--- config.mk ---
export PLATFORM = sky130hd
export DESIGN_NAME = hazard_stall_unit
export DESIGN_NICKNAME = d
export VERILOG_FILES = /design/src/rtl/pipeline_pkg.sv /design/src/rtl/load_scoreboard.sv /design/src/rtl/hazard_stall_unit.sv
export SDC_FILE = /design/constraint.sdc
export NUM_CORES = 1
export LEC_CHECK = 0
export BUFFER_PORTS_ARGS = -buffer_cell sky130_fd_sc_hd__buf_2
export CAP_MARGIN = 10
export CORE_MARGIN = 8
export CORE_UTILIZATION = 56
export DETAILED_ROUTE_END_ITERATION = 10
export PLACE_DENSITY = 0.8
export SLEW_MARGIN = 40
export SYNTH_ARGS = -nofsm -noshare
export SYNTH_HDL_FRONTEND = slang
export SYNTH_SLANG_ARGS = --single-unit
--- constraint.sdc ---
create_clock -name i_clk -period 6 [get_ports i_clk]
set_input_delay 0 -clock i_clk [delete_from_list [all_inputs] [get_ports i_clk]]
set_output_delay 0 -clock i_clk [all_outputs]
set_load 0.05 [all_outputs]
--- src/rtl/pipeline_pkg.sv ---
// Shared pipeline constants and the halt/drain FSM encoding used by the
// hazard stall unit and its load scoreboard.
package pipeline_pkg;

    localparam int REG_SIZE         = 5;
    localparam int NUM_REGS         = 32;
    localparam int LOAD_LAT_DEFAULT = 1;

    typedef enum logic [1:0] {
        ST_RUN    = 2'd0,
        ST_DRAIN  = 2'd1,
        ST_HALTED = 2'd2
    } halt_state_e;

endpackage

--- src/rtl/load_scoreboard.sv ---
// Per-register countdown of in-flight load results. A nonzero count means the
// register's value cannot be forwarded yet.
module load_scoreboard
    import pipeline_pkg::*;
#(
    parameter int REG_SIZE = pipeline_pkg::REG_SIZE,
    parameter int NUM_REGS = pipeline_pkg::NUM_REGS,
    parameter int LOAD_LAT = pipeline_pkg::LOAD_LAT_DEFAULT
) (
    input  logic                i_clk,
    input  logic                i_reset_n,
    input  logic                i_issue,
    input  logic [REG_SIZE-1:0] i_issue_rd,
    input  logic [REG_SIZE-1:0] i_rs,
    input  logic [REG_SIZE-1:0] i_rt,
    output logic                o_rs_busy,
    output logic                o_rt_busy,
    output logic                o_all_zero
);

    localparam int CW = (LOAD_LAT < 1) ? 1 : $clog2(LOAD_LAT + 1);

    logic [CW-1:0] cnt_q [NUM_REGS];
    logic [CW-1:0] cnt_d [NUM_REGS];

    // Reload on issue takes precedence over the free-running decrement.
    always_comb begin
        for (int i = 0; i < NUM_REGS; i++) begin
            cnt_d[i] = cnt_q[i];
            if (cnt_q[i] != '0) begin
                cnt_d[i] = cnt_q[i] - CW'(1);
            end
            if (i != 0 && i_issue && i_issue_rd == REG_SIZE'(i)) begin
                cnt_d[i] = CW'(LOAD_LAT);
            end
        end
        cnt_d[0] = '0;
    end

    always_ff @(posedge i_clk or negedge i_reset_n) begin
        if (!i_reset_n) begin
            for (int i = 0; i < NUM_REGS; i++) begin
                cnt_q[i] <= '0;
            end
        end else begin
            for (int i = 0; i < NUM_REGS; i++) begin
                cnt_q[i] <= cnt_d[i];
            end
        end
    end

    always_comb begin
        o_rs_busy  = (i_rs != '0) && (cnt_q[i_rs] != '0);
        o_rt_busy  = (i_rt != '0) && (cnt_q[i_rt] != '0);
        o_all_zero = 1'b1;
        for (int i = 0; i < NUM_REGS; i++) begin
            if (cnt_q[i] != '0) begin
                o_all_zero = 1'b0;
            end
        end
    end

endmodule

--- src/rtl/hazard_stall_unit.sv ---
// Load-use stall, branch flush and debug-halt drain control for the 5-stage
// pipeline. Control outputs are combinational from registered state and ID/EX.
module hazard_stall_unit
    import pipeline_pkg::*;
#(
    parameter int REG_SIZE = pipeline_pkg::REG_SIZE,
    parameter int NUM_REGS = pipeline_pkg::NUM_REGS,
    parameter int LOAD_LAT = pipeline_pkg::LOAD_LAT_DEFAULT,
    parameter int CNT_W    = 32
) (
    input  logic                i_clk,
    input  logic                i_reset_n,
    input  logic                i_id_valid,
    input  logic [REG_SIZE-1:0] i_id_rs,
    input  logic [REG_SIZE-1:0] i_id_rt,
    input  logic                i_id_use_rs,
    input  logic                i_id_use_rt,
    input  logic                i_id_is_store,
    input  logic [REG_SIZE-1:0] i_id_rd,
    input  logic                i_id_write_reg,
    input  logic                i_id_mem_read,
    input  logic                i_branch_taken,
    input  logic                i_halt_req,
    output logic                o_stall_pc,
    output logic                o_stall_if_id,
    output logic                o_bubble_id_ex,
    output logic                o_flush_if_id,
    output logic                o_halt_ack,
    output logic [CNT_W-1:0]    o_stall_cycles
);

    halt_state_e      state_q, state_d;
    logic [CNT_W-1:0] stall_cnt_q, stall_cnt_d;

    logic rs_busy, rt_busy, all_zero;
    logic hazard, in_run, issue_load;

    // Store data (rt) is forwarded from WB, so it never blocks issue.
    assign hazard = i_id_valid &
                    ((i_id_use_rs & rs_busy) |
                     (i_id_use_rt & rt_busy & ~i_id_is_store));
    assign in_run = (state_q == ST_RUN);
    assign issue_load = in_run & i_id_valid & ~i_branch_taken & ~hazard &
                        i_id_mem_read & i_id_write_reg & (i_id_rd != '0);

    load_scoreboard #(
        .REG_SIZE (REG_SIZE),
        .NUM_REGS (NUM_REGS),
        .LOAD_LAT (LOAD_LAT)
    ) u_scoreboard (
        .i_clk      (i_clk),
        .i_reset_n  (i_reset_n),
        .i_issue    (issue_load),
        .i_issue_rd (i_id_rd),
        .i_rs       (i_id_rs),
        .i_rt       (i_id_rt),
        .o_rs_busy  (rs_busy),
        .o_rt_busy  (rt_busy),
        .o_all_zero (all_zero)
    );

    always_ff @(posedge i_clk or negedge i_reset_n) begin
        if (!i_reset_n) begin
            state_q     <= ST_RUN;
            stall_cnt_q <= '0;
        end else begin
            state_q     <= state_d;
            stall_cnt_q <= stall_cnt_d;
        end
    end

    always_comb begin
        state_d = state_q;
        case (state_q)
            ST_RUN: begin
                if (i_halt_req) state_d = ST_DRAIN;
            end
            ST_DRAIN: begin
                if (!i_halt_req)   state_d = ST_RUN;
                else if (all_zero) state_d = ST_HALTED;
            end
            ST_HALTED: begin
                if (!i_halt_req) state_d = ST_RUN;
            end
            default: state_d = ST_RUN;
        endcase
    end

    // Flush beats drain/halt, which beats a load-use hazard.
    always_comb begin
        o_stall_pc     = 1'b0;
        o_stall_if_id  = 1'b0;
        o_bubble_id_ex = 1'b0;
        o_flush_if_id  = 1'b0;
        o_halt_ack     = 1'b0;
        if (i_reset_n) begin
            o_halt_ack = (state_q == ST_HALTED);
            if (i_branch_taken) begin
                o_flush_if_id  = 1'b1;
                o_bubble_id_ex = 1'b1;
            end else if (!in_run || hazard) begin
                o_stall_pc     = 1'b1;
                o_stall_if_id  = 1'b1;
                o_bubble_id_ex = 1'b1;
            end
        end
    end

    always_comb begin
        stall_cnt_d = stall_cnt_q;
        if (in_run && hazard && !i_branch_taken && stall_cnt_q != '1) begin
            stall_cnt_d = stall_cnt_q + CNT_W'(1);
        end
    end

    assign o_stall_cycles = stall_cnt_q;

endmodule

# [After elaboration in Yosys (flattened, before gate mapping)]
# Cells that the tools add are included.
# Widths: inputs -> output; s select.
[totals] reg_bits=65 latchBits=0 ramBits=0 mem_bits_ro=0 inputBits=25 output_inout_bits=37 elab_cells=276 memories=0
[op_classes] add_sub_neg=32 n_mul=0 div=0 n_lt_le_gt_ge=2 eq_ne=37 n_shift=0 n_mux=112 n_bitwise=16 reduce_logical=44
[op_table] cell="$mux 1" count=105
[op_table] cell="$eq 5x5->1 const B" count=16
[op_table] cell="$eq 5x4->1 const B" count=8
[op_table] cell="$logic_and 1x1->1" count=36
[op_table] cell="$add 32x1->32 const B" count=1
[op_table] cell="$ne 32x32->1 const B" count=1
[op_table] cell="$sub 1x1->1 const B" count=31
[op_table] cell="$eq 5x3->1 const B" count=4
[op_table] cell="$reduce_bool 5->1" count=3
[op_table] cell="$ge 6x6->1 const B" count=2
[op_table] cell="$not 5->6" count=2
[op_table] cell="$and 1x1->1" count=10
[op_table] cell="$bmux 1 s5" count=2
[op_table] cell="$eq 5x2->1 const B" count=2
[op_table] cell="$mux 2" count=4
[op_table] cell="$pmux 2 s3" count=1
[op_table] cell="$eq 5x1->1 const B" count=1
[op_table] cell="$ne 2x2->1 const B" count=2
[op_table] cell="$ne 3x3->1 const B" count=1
[op_table] cell="$not 1->1" count=3
[op_table] cell="$reduce_and 3->1" count=1
[op_table] cell="$eq 2x1->1 const B" count=1
[op_table] cell="$eq 2x2->1 const B" count=1
[op_table] cell="$logic_not 1->1" count=2
[op_table] cell="3 further kinds" count=3

# [Longest topological paths before layout]
[depth] word_depth=34 depth_mapped=9 depth_no_buf=7

# [Hierarchy]
# Synthesis repeated with hierarchy kept, for this count alone.
[unflattened] hier_cells=326 area_unflattened_um2=3423.3
[by_module_without_submodules] module="hazard_stall_unit" n_inst=1 cells_each=168 area_each_um2=1766.7 seq_area_each_um2=850.8
[by_module_without_submodules] module="load_scoreboard" n_inst=1 cells_each=158 area_each_um2=1656.6 seq_area_each_um2=775.7

# [Worst setup path before layout]
# No wires, ideal clock.
[synth_timing] path_kind="register to register" from="register stall_cnt_q[7], in the netlist o_stall_cycles[7]" to="register stall_cnt_q[2], in the netlist o_stall_cycles[2]" setup_ps=146 arrival_ps=2609 required_ps=5854 setup_slack_ps=3245 stages_incl_launch_ff=10 path_buffers=2 period_less_slack_ps=2755 cell_sequence="dfrtp_1 > and4_1 > and3_1 > and4_1 > buf_2 > nand3_2 > nor3_4 > clkbuf_1 > nor3b_1 > xor2_1"
[synth_between] elab_chain_cells=2
[synth_rtl] item="from (decl)" line="hazard_stall_unit.sv:33" rtl="logic [CNT_W-1:0] stall_cnt_q, stall_cnt_d;"
[synth_rtl] item="from (signal assigned)" line="hazard_stall_unit.sv:68" rtl="stall_cnt_q <= stall_cnt_d;"
[synth_rtl] item="$ne 32x32->1" line="hazard_stall_unit.sv:111" rtl="if (in_run && hazard && !i_branch_taken && stall_cnt_q != '1) begin"
[synth_rtl] item="$logic_and 1x1->1" line="hazard_stall_unit.sv:111"
# Every way passes these cells.
# A chain may end at the register's enable or synchronous reset.

# [Worst setup path in the final report]
[layout_timing] from="register u_scoreboard.cnt_q[3] (netlist name)" to="output port o_bubble_id_ex"
[layout_between] elab_chain_cells=12 elab_cells_between_ends=17 cone_classes="mux: 9; bitwise: 5; reduce/logical: 3"
[layout_rtl] item="from (decl)" line="load_scoreboard.sv:23" rtl="logic [CW-1:0] cnt_q [NUM_REGS];"
[layout_rtl] item="from (signal, indexed assignment)" line="load_scoreboard.sv:47" rtl="cnt_q[i] <= cnt_d[i];"
[layout_rtl] item="$bmux 1 s5" line="load_scoreboard.sv:54" rtl="o_rt_busy = (i_rt != '0) && (cnt_q[i_rt] != '0);"
[layout_rtl] item="$mux 1 (not written as such) (2 in series)" line="load_scoreboard.sv:54"
[layout_rtl] item="$logic_and 1x1->1" line="load_scoreboard.sv:54"
[layout_rtl] item="$and 1x1->1 (2 in series)" line="hazard_stall_unit.sv:41" rtl="(i_id_use_rt & rt_busy & ~i_id_is_store));"
[layout_rtl] item="$or 1x1->1 *" line="hazard_stall_unit.sv:40" rtl="((i_id_use_rs & rs_busy) |"
[layout_rtl] item="$and 1x1->1 *" line="hazard_stall_unit.sv:39" rtl="assign hazard = i_id_valid &"
[layout_rtl] item="$logic_or 1x1->1 *" line="hazard_stall_unit.sv:101" rtl="end else if (!in_run || hazard) begin"
[layout_rtl] item="$mux 1 *" line="hazard_stall_unit.sv:101"
[layout_rtl] item="$mux 1 *" line="hazard_stall_unit.sv:98" rtl="if (i_branch_taken) begin"
[layout_rtl] item="$mux 1 *" line="hazard_stall_unit.sv:96" rtl="if (i_reset_n) begin"
[layout_rtl] item="to (decl)" line="hazard_stall_unit.sv:26" rtl="output logic o_bubble_id_ex,"
# Every way passes the cells marked *; elsewhere a longest branch is shown, timed or not. The select of a mux whose other input is x is not followed.

==> results.yml <==
cts:
  clk_latency_ns: 0.34
  cts_setup_buffers: 0
  holdBufCountCts: 2
  cts_resized: 0
  cts_buffers: 9
  h-tree-depth: 3
  cts_sinks: 65
  cts_tree: "done"
  clockRootBuffer: "clkbuf_8"
  clk_path_buf_depth: 2
  path_clk_slew_ns: 0.07
die:
  io_pins: 62
  fp.dieW_um: 93.84
  num_rows: 28
  dieHeight_um: 93.84
  die_area_um2: 8806
  start_util: 0.5765
  core_area_um2: 5886
critical_path:
  crit_fanout: 32
  rr_startpoint: "u_scoreboard.cnt_q[3]"
  ff2ff_setup_slack_ns: 3.05
  cp_cell_sequence: "mux4_2 > mux4_2 > a2bb2oi_1 > a32oi_1 > nand2_2 > and2_1 > buf_2"
  reg2regPathDepth: 7
  crit_path_end_kind: "output port"
  cp.arrival_ns: 3.05
  cpMostUsedCell: "mux4_2"
  path_class: "flop to output port"
  r2r-end: "o_stall_cycles[1]"
  slowest_delay_ns: 0.47
  slowest_stage: "mux4_2"
  worstPathRequired_ns: 6.00
  worstSetupStartpointType: "flop"
detailed_routing:
  first_pass_iters: 4
  route.antenna.remaining_nets: 0
  viasPerCell: 5.931
  drc: 0
  wl_mm: 7.742
  initialDrtViolationCount: 176
  wire_per_inst_um: 17.17
  vias: 2675
global_route:
  first_global_vias: 2680
  grt_max_degree: 70
  track_usage: 0.1850
  grt_pass1_wl_mm: 12.88
  grt_overflow: 0
  antenna_found_initial: 0
yosys:
  synth_cell_types: 47
  syn-cell-area_um2: 3393
  yosys_warnings: 0
  synth_nets: 342
  yosysSeqAreaShare: 0.4794
  async_flop_share: 1.000
  avgSynthCellArea_um2: 10.74
  synth_edf_count: 0
  ys_ff_latch: 65
  syn_inst: 316
  synth_ff_type: "dfrtp_1"
min_path:
  min_path_type: "input pin to flop"
  hold-path-endpoint: "u_scoreboard.cnt_q[18]"
  holdPathStages: 3
  min_from: "i_id_rd[0]"
power:
  intPower_uw: 706.2
  switching_power_uw: 317.9
  power.share.combinational: 0.168
  clkPwrFrac: 0.360
  power.density_nw_per_um2: 260.3
  sw_frac_of_total: 0.3105
  vdd.ir_drop.worst_mv: 0.2988
  p_seq_frac: 0.472
  p_leak_nw: 1.938
placement:
  port_buffers: 61
  dp_hpwl_mm: 5.588
  place_ws_ns: 3.072
  placed_cell_area_um2: 3700
  gp_congestion: 0.8408
final_layout:
  fin_nets: 397
  diodes: 0
  area_delta_synth_final_pct: 15.97
  fin_util: 0.6686
  final_area_um2: 3935
  ff_latch_area_um2: 1627
  multi_input_area_um2: 1648
  final.fill_count: 459
  drive_above_1_share: 0.2660
sta:
  timing.final.ws_setup_ns: 2.955
  fmax_mhz: 328.4
  setup_viol: 0
  worst_pin_slew_ns: 0.6009
  relSlewSlack: 0.5994
  finalCriticalPeriod_ns: 3.045
  holdWs_ns: 0.04416
  tns_ns: 0
  hold_viol: 0
  fin_skew_ns: 0.009281
  rsz0062_at_grt: "no"
  finalMaxSlewViolations: 0
  fin_crit_sh: 0.5075
status:
  status: "complete, no violations"
job:
  cap_violations: 0
## registers in the layout (all words and copies together) (netlist names)
name                count
o_stall_cycles         32
state_q                 2
u_scoreboard.cnt_q     31
## synth_stat cells, types with 3 or more instances
| cell | number | area [um^2] |
|---|---|---|
| buf_4 | 3 | 22.52 |
| buf_2 | 4 | 20.02 |
| nand2b_1 | 4 | 25.02 |
| buf_1 | 4 | 15.01 |
| dfrtp_1 | 65 | 1627 |
| nand2_1 | 22 | 82.58 |
| nor4_1 | 17 | 106.4 |
| nand3_1 | 18 | 90.09 |
| xor2_1 | 29 | 254.0 |
| clkbuf_1 | 9 | 33.78 |
| nor3_1 | 52 | 260.3 |
| inv_1 | 5 | 18.77 |
| nor2_1 | 7 | 26.28 |
| and3_1 | 6 | 37.54 |
| and4_1 | 4 | 35.03 |
| mux4_2 | 13 | 292.8 |
| nand4_1 | 9 | 56.30 |
| and2_1 | 3 | 18.77 |
| nor2b_1 | 5 | 31.28 |
| mux2i_1 | 6 | 60.06 |
## power groups by stage
stage	combinational, mW	sequential (mW)	clock, mW
2_1_floorplan	0.0687	0.542	0
3_3_place_gp	0.169	0.489	0
3_5_place_dp	0.172	0.490	0
4_1_cts	0.174	0.483	0.376
5_1_grt	0.185	0.486	0.398
6_report	0.172	0.483	0.369
## critical path, delay by kind of cell (launching register included)
family,cells,cell delay (ns)
AO/OA/AOI/OAI,2,0.46
AND/OR/NAND/NOR,2,0.70
buffers and inverters,1,0.21
flip-flops,1,0.41
multiplexers,2,0.92
## per-stage QoR
stage / power, mW / cells
6_report: 1.024 / 451
5_1_grt: 1.069 / 451
4_1_cts: 1.033 / 450
3_5_place_dp: 0.6625 / 432
3_3_place_gp: 0.6586 / 432
2_1_floorplan: 0.6104 / 316
## metal layers
layer | track usage | share of wire | vias to the layer above
met4 | 0.1070 | 0.020 | 0
met2 | 0.2958 | 0.49 | 94
met5 | 0 | 0 | -
met3 | 0.04317 | 0.061 | 14
li1 | - | - | 1271
met1 | 0.2239 | 0.43 | 1296
## cell type report
cell class,count,share of cell area
Timing Repair Buffer,65,0.08935
Inverter,5,0.004769
Sequential cell,65,0.4134
Tap cell,75,0.02385
Clock inverter,5,0.01399
Clock buffer,11,0.03593
Multi-Input combinational cell,225,0.4188
## cells in the final DEF (no fill, tap or decap), types with 2 or more instances in the layout
| cell type | count |
|---|---|
| and2_1 | 3 |
| and3_1 | 6 |
| and4_1 | 4 |
| buf_2 | 61 |
| clkbuf_8 | 10 |
| clkinv_2 | 2 |
| clkinvlp_4 | 2 |
| dfrtp_1 | 65 |
| dlygate4sd3_1 | 2 |
| inv_1 | 5 |
| mux2_2 | 2 |
| mux2i_1 | 6 |
| mux4_2 | 13 |
| nand2_1 | 21 |
| nand2b_1 | 4 |
| nand3_1 | 18 |
| nand3b_1 | 2 |
| nand4_1 | 9 |
| nor2_1 | 7 |
| nor2b_1 | 5 |
| nor3_1 | 52 |
| nor3b_1 | 2 |
| nor4_1 | 17 |
| xnor2_1 | 2 |
| xor2_1 | 29 |
## how the worst max path moves through the flow
| stage | from | to | slack (ns) |
|---|---|---|---|
| after floorplan | o_stall_cycles[7] | o_stall_cycles[2] | 3.24 |
| after global placement | u_scoreboard.cnt_q[1] | o_bubble_id_ex | 3.06 |
| after detailed placement | u_scoreboard.cnt_q[20] | o_stall_cycles[1] | 3.07 |
| after CTS | u_scoreboard.cnt_q[20] | o_bubble_id_ex | 2.94 |
| after global routing | u_scoreboard.cnt_q[16] | o_bubble_id_ex | 2.78 |
| final | u_scoreboard.cnt_q[3] | o_bubble_id_ex | 2.95 |
## cell families after synthesis
group,Yosys count,synth area share
AOI/OAI and AO/OA,11,0.02581
and+or+nand+nor,159,0.2570
buffers and inverters,26,0.03577
xor gates and xnor gates,31,0.08001
muxes,23,0.1184
DFF,65,0.4794
adders and majority gates,1,0.003687
Note: power is estimated with default switching activity, not from simulation.
